--- src/rtl/multicycle_sequencer_pkg.sv ---
// Shared encodings for the multicycle sequencer: opcodes, FSM states,
// ALU/PC select codes and the static per-opcode control bundle.
package multicycle_sequencer_pkg;

  localparam logic [2:0] OP_R    = 3'b000;
  localparam logic [2:0] OP_ADDI = 3'b001;
  localparam logic [2:0] OP_LW   = 3'b010;
  localparam logic [2:0] OP_SW   = 3'b011;
  localparam logic [2:0] OP_BEQ  = 3'b100;
  localparam logic [2:0] OP_JMP  = 3'b101;
  localparam logic [2:0] OP_ILL  = 3'b110;
  localparam logic [2:0] OP_HALT = 3'b111;

  typedef enum logic [2:0] {
    ST_FETCH  = 3'd0,
    ST_DECODE = 3'd1,
    ST_EXEC   = 3'd2,
    ST_MEM    = 3'd3,
    ST_WB     = 3'd4,
    ST_HALT   = 3'd5
  } state_e;

  localparam logic [1:0] ALU_ADD   = 2'b00;
  localparam logic [1:0] ALU_SUB   = 2'b01;
  localparam logic [1:0] ALU_FUNCT = 2'b10;

  localparam logic [1:0] PC_INC    = 2'b00;
  localparam logic [1:0] PC_BRANCH = 2'b01;
  localparam logic [1:0] PC_JUMP   = 2'b10;

  // Static controls that depend only on the latched opcode.
  typedef struct packed {
    logic [1:0] alu_op;
    logic       alu_src;
    logic       reg_dst;
    logic       mem_to_reg;
    logic       uses_mem;
    logic       is_store;
    logic       uses_wb;
    logic       is_branch;
  } ctrl_t;

endpackage

--- src/rtl/multicycle_sequencer_opcode_decoder.sv ---
// Combinational per-opcode control lookup; no state.
module opcode_decoder
  import multicycle_sequencer_pkg::*;
(
  input  logic [2:0] opcode,
  output ctrl_t      ctrl
);

  // Map each opcode to its static datapath controls and path through the FSM.
  always_comb begin
    ctrl = '0;
    case (opcode)
      OP_R: begin
        ctrl.alu_op  = ALU_FUNCT;
        ctrl.reg_dst = 1'b1;
        ctrl.uses_wb = 1'b1;
      end
      OP_ADDI: begin
        ctrl.alu_op  = ALU_ADD;
        ctrl.alu_src = 1'b1;
        ctrl.uses_wb = 1'b1;
      end
      OP_LW: begin
        ctrl.alu_op     = ALU_ADD;
        ctrl.alu_src    = 1'b1;
        ctrl.uses_mem   = 1'b1;
        ctrl.uses_wb    = 1'b1;
        ctrl.mem_to_reg = 1'b1;
      end
      OP_SW: begin
        ctrl.alu_op   = ALU_ADD;
        ctrl.alu_src  = 1'b1;
        ctrl.uses_mem = 1'b1;
        ctrl.is_store = 1'b1;
      end
      OP_BEQ: begin
        ctrl.alu_op    = ALU_SUB;
        ctrl.is_branch = 1'b1;
      end
      default: ctrl = '0;
    endcase
  end

endmodule

--- src/rtl/multicycle_sequencer.sv ---
// Multicycle instruction sequencer: FSM, opcode latch and retired counter.
//
// state     | meaning
// ----------+----------------------------------------------------------
// ST_FETCH  | imem_req held; on imem_ack load IR and PC+1
// ST_DECODE | latch opcode; JMP finishes here, 110/111 go to ST_HALT
// ST_EXEC   | ALU op from latched opcode; BEQ finishes here
// ST_MEM    | dmem_req held with read/write until dmem_ack
// ST_WB     | one-cycle register write, then fetch
// ST_HALT   | absorbing; only reset leaves it
module multicycle_sequencer
  import multicycle_sequencer_pkg::*;
#(
  parameter int CNT_W = 16
) (
  input  logic             clk,
  input  logic             rst_n,
  input  logic [2:0]       opcode,
  input  logic             zero,
  input  logic             imem_ack,
  input  logic             dmem_ack,
  output logic             imem_req,
  output logic             dmem_req,
  output logic             ir_write,
  output logic             pc_write,
  output logic [1:0]       pc_src,
  output logic             reg_dst,
  output logic             alu_src,
  output logic             mem_to_reg,
  output logic             reg_write,
  output logic             mem_read,
  output logic             mem_write,
  output logic [1:0]       alu_op,
  output logic             halted,
  output logic             illegal,
  output logic [CNT_W-1:0] instr_count
);

  state_e           state_q, state_d;
  logic [2:0]       opcode_q, opcode_d;
  logic [CNT_W-1:0] cnt_q, cnt_d;
  logic             illegal_q, illegal_d;
  // Low for the first cycle after reset so imem_req appears on the first edge.
  logic             active_q;
  logic             cnt_inc;
  ctrl_t            ctrl;

  opcode_decoder u_dec (
    .opcode (opcode_q),
    .ctrl   (ctrl)
  );

  // Next state, opcode latch, illegal flag and retire strobe.
  always_comb begin
    state_d   = state_q;
    opcode_d  = opcode_q;
    illegal_d = illegal_q;
    cnt_inc   = 1'b0;
    if (active_q) begin
      case (state_q)
        ST_FETCH: if (imem_ack) state_d = ST_DECODE;
        ST_DECODE: begin
          opcode_d = opcode;
          case (opcode)
            OP_JMP: begin
              state_d = ST_FETCH;
              cnt_inc = 1'b1;
            end
            OP_ILL: begin
              state_d   = ST_HALT;
              illegal_d = 1'b1;
            end
            OP_HALT: state_d = ST_HALT;
            default: state_d = ST_EXEC;
          endcase
        end
        ST_EXEC: begin
          if (ctrl.uses_mem) begin
            state_d = ST_MEM;
          end else if (ctrl.uses_wb) begin
            state_d = ST_WB;
          end else begin
            state_d = ST_FETCH;
            cnt_inc = 1'b1;
          end
        end
        ST_MEM: begin
          if (dmem_ack) begin
            if (ctrl.is_store) begin
              state_d = ST_FETCH;
              cnt_inc = 1'b1;
            end else begin
              state_d = ST_WB;
            end
          end
        end
        ST_WB: begin
          state_d = ST_FETCH;
          cnt_inc = 1'b1;
        end
        ST_HALT: state_d = ST_HALT;
        default: state_d = ST_FETCH;
      endcase
    end
    cnt_d = cnt_inc ? cnt_q + CNT_W'(1) : cnt_q;
  end

  // State and bookkeeping registers; reset abandons any instruction in flight.
  always_ff @(posedge clk or negedge rst_n) begin
    if (!rst_n) begin
      state_q   <= ST_FETCH;
      opcode_q  <= OP_R;
      cnt_q     <= '0;
      illegal_q <= 1'b0;
      active_q  <= 1'b0;
    end else begin
      state_q   <= state_d;
      opcode_q  <= opcode_d;
      cnt_q     <= cnt_d;
      illegal_q <= illegal_d;
      active_q  <= 1'b1;
    end
  end

  // Strobes from registered state; only DECODE looks at the live opcode.
  always_comb begin
    imem_req   = 1'b0;
    dmem_req   = 1'b0;
    ir_write   = 1'b0;
    pc_write   = 1'b0;
    pc_src     = PC_INC;
    reg_dst    = 1'b0;
    alu_src    = 1'b0;
    mem_to_reg = 1'b0;
    reg_write  = 1'b0;
    mem_read   = 1'b0;
    mem_write  = 1'b0;
    alu_op     = ALU_ADD;
    halted     = 1'b0;
    if (active_q) begin
      case (state_q)
        ST_FETCH: begin
          imem_req = 1'b1;
          if (imem_ack) begin
            ir_write = 1'b1;
            pc_write = 1'b1;
            pc_src   = PC_INC;
          end
        end
        ST_DECODE: begin
          if (opcode == OP_JMP) begin
            pc_write = 1'b1;
            pc_src   = PC_JUMP;
          end
        end
        ST_EXEC: begin
          alu_op  = ctrl.alu_op;
          alu_src = ctrl.alu_src;
          if (ctrl.is_branch) begin
            pc_write = zero;
            pc_src   = PC_BRANCH;
          end
        end
        ST_MEM: begin
          dmem_req  = 1'b1;
          mem_read  = !ctrl.is_store;
          mem_write = ctrl.is_store;
        end
        ST_WB: begin
          reg_write  = 1'b1;
          reg_dst    = ctrl.reg_dst;
          mem_to_reg = ctrl.mem_to_reg;
        end
        ST_HALT: halted = 1'b1;
        default: halted = 1'b0;
      endcase
    end
  end

  assign illegal     = illegal_q;
  assign instr_count = cnt_q;

endmodule

--- config.mk ---
export PLATFORM = sky130hd
export DESIGN_NAME = multicycle_sequencer
export DESIGN_NICKNAME = d
export VERILOG_FILES = /design/src/rtl/multicycle_sequencer_pkg.sv /design/src/rtl/multicycle_sequencer_opcode_decoder.sv /design/src/rtl/multicycle_sequencer.sv
export SDC_FILE = /design/constraint.sdc
export NUM_CORES = 1
export LEC_CHECK = 0
export BUFFER_PORTS_ARGS = -buffer_cell sky130_fd_sc_hd__buf_2
export CAP_MARGIN = 20
export CORE_MARGIN = 10
export CORE_UTILIZATION = 36
export CTS_CLUSTER_SIZE = 40
export DETAILED_ROUTE_END_ITERATION = 10
export PLACE_DENSITY_LB_ADDON = 0.1
export SYNTH_ARGS = -nofsm -noshare
export SYNTH_HDL_FRONTEND = slang
export SYNTH_SLANG_ARGS = --single-unit
--- constraint.sdc ---
create_clock -name clk -period 2.14 [get_ports clk]
set_clock_uncertainty 0.1 [all_clocks]
set_input_delay 0.107 -clock clk [delete_from_list [all_inputs] [get_ports clk]]
set_output_delay 0.107 -clock clk [all_outputs]
set_load 0.02 [all_outputs]
==> impl_results.md <==
* Routed WL at 3270 um
* Violation count after the first detailed-routing iteration at 82
* CTS tree: done
* NumNets Final at 204
* Ports at 40
* First-pass GRT wire length at 5610 um
* Share of the synthesized area in the top cell type at 44.2%
* Mapped Area at 1360 um2
* Share of layout cells above drive strength 1 at 32.0%
* Final period util at 90.3%
* Gr ovfl total at 0
* Worst VDD drop at 0.000800 V
* Vias per cell at 4.87
* Vias at 1179
* Vias in the first global route at 1190
* Initial antenna violation count at 0
* Worst Slack Setup Final at 0.207 ns
* Crit. End Element: primary output
* Total chip power at 0.00195 W
* CP Class: reg2out
* Status: complete, no violations
* Clock edge transition at the registers on the reported setup and hold paths at 0.08 ns
* CTS sink cnt at 24
* Achievable frequency at 0.517 GHz
* Post-Synthesis Mean Instance Area at 9.36 um2
* H-tree depth at 1
* Remaining DRCs at 0
* Core Region at 3660 um2
* Max Transition Viols Final at 0
* Die ar. at 6630 um2
* Setup violators final at 0
* Most frequent cell after synthesis: dfrtp_1
* Number of flops mapped to enable cells by yosys at 0
* GP Congestion at 0.821
* Post-Syn Instances at 145
* Starting Density at 37.1%
* Cts bufs inserted at 3
* Post-synth ARST share at 100%
* Hold Fails Final Rpt at 0
* Sequential-to-total area share from yosys stat at 44.2%
* CTS Buffer Depth at 2
* Row cnt at 22
* Max_cap viols at 0
* YS warnings at 0
* Setup TNS Final at 0 ns
* Main flop type after synthesis: dfrtp_1
* Die Wd at 81.4 um
* Synth top area cells: dfrtp_1, xor2_1, nor2_1
* Syn_nets at 154
* Critical Path RT at 1.93 ns
* Pwr/cell area at 1110 nW/um2
* Util after Layout at 48.0%
* Final min period at 1.93 ns
* Layout area overhead at 29.4%
* Inserted Diodes at 0
* Detail Placement HPWL at 2610 um
* ANT nets after route at 0
* Worst-Margin Slew at 0.520 ns
* Seq cells post-synth at 24
* Startpoint types: flop
* Pleak at 0.897 nW
* Pre-antenna DRT Iters at 4
* Post-Place Setup Slack at 0.191 ns
* CP arrival at 1.73 ns
* Most common library cells after synthesis: dfrtp_1, nor2_1, xor2_1
* Worst slew margin at 65.3%
* Maximum fanout along the worst path at 8
* Input/output buffers at 39
* Worst skew pair latency at 0.27 ns
* HP Class: in2reg
* Yosys top cell by area: dfrtp_1
* CTS root buffer: clkbuf_8
* Overall Global Routing Usage at 10.4%
* Die height at 81.4 um
* Unique masters post-synth at 36
* Drt wl/cell at 13.5 um
* Largest net degree at the start of global routing at 25
* RSZ-0062 raised after global routing: no
-- routing by layer --
layer  GRT usage [%]  up-vias  share of wire (%)
met5               0        -                  0
li1                -      605                  -
met3            3.49        4                7.3
met4            2.60        0               0.70
met1            13.6      541                 46
met2            16.0       29                 46
-- stage by stage --
| step | cells | hold WS (ns) | instance area, um2 |
|---|---|---|---|
| floorplan | 145 | -0.289 | 1360 |
| CTS | 242 | 0.0273 | 1750 |
| finish | 242 | 0.0396 | 1760 |
| detailed placement | 236 | 0.0172 | 1660 |
| global placement | 236 | 0.0166 | 1660 |
| global route | 242 | 0.0397 | 1760 |
-- cell type report --
type	count	area, um2
repair buffers	50	283
flip-flops and latches	24	602
multi-input cells	110	718
clock inverters	1	30.0
clock buffers	3	41.3
inverters	6	22.5
fillers	347	1900
well taps	48	60.1
-- what timing repair did --
action                                  in CTS  in global routing
hold buffers                                 2                  0
endpoints found under the setup margin       0                  1
hold endpoints to repair                    25                  0
buffers inserted                             0                  0
gates resized for setup                      0                  3
-- worst paths after layout --
check | from | end | slack, ns | depth (start not counted)
hold / removal | opcode[1] | opcode_q[1] | 0.04 | 2
setup reg to reg | state_q[1] | instr_count[1] | 0.22 | 7
min in group asynchronous | rst_n | instr_count[9] | 0.25 | 2
max in group asynchronous | rst_n | state_q[0] | 1.32 | 2
setup / recovery | state_q[2] | pc_src[1] | 0.21 | 7
hold reg to reg | illegal | illegal | 0.36 | 1
-- worst max-delay path, cell delays in order (launching register included) --
cell and delay [ns]:
dfrtp_1 0.47, buf_4 0.19, inv_1 0.09, nand2_1 0.14, nor2_4 0.21, nand2_1 0.09
nor2_1 0.10, buf_2 0.17
-- power breakdown --
part           switching (W)  internal (W)  leakage [nW]
clock network       0.000137      0.000250        0.0357
logic               0.000501      0.000351         0.550
registers           0.000152      0.000563         0.311
-- sequential cells by signal, summed over array words and instances (netlist names) --
name         count
instr_count     16
illegal          1
opcode_q         3
active_q         1
state_q          3
-- logic make-up (layout without fill, tap and decap cells) --
kind of cell               after synthesis  count (layout)  share of synthesized area (%)
muxes                                    2               2                           1.66
and+or+nand+nor                         72              72                           30.6
other                                    1               1                          0.276
adders and majority gates                1               1                          0.922
xor gates and xnor gates                15              15                           9.68
AOI/OAI and AO/OA                       19              19                           9.22
DFF                                     24              24                           44.2
buffers and inverters                   11              60                           3.41
-- placed cells by master, fill, tap and decap left out, drive strengths merged, types with 5 or more instances in the layout --
cell type | synthesis | final
nand2b | 5 | 5
nor4 | 6 | 6
nor2 | 14 | 14
nand3 | 5 | 5
buf | 2 | 48
a21oi | 5 | 5
nor3 | 9 | 9
dfrtp | 24 | 24
o21ai | 5 | 5
inv | 6 | 6
xor2 | 13 | 13
nand2 | 12 | 12
(Power assumes the default switching activity.)
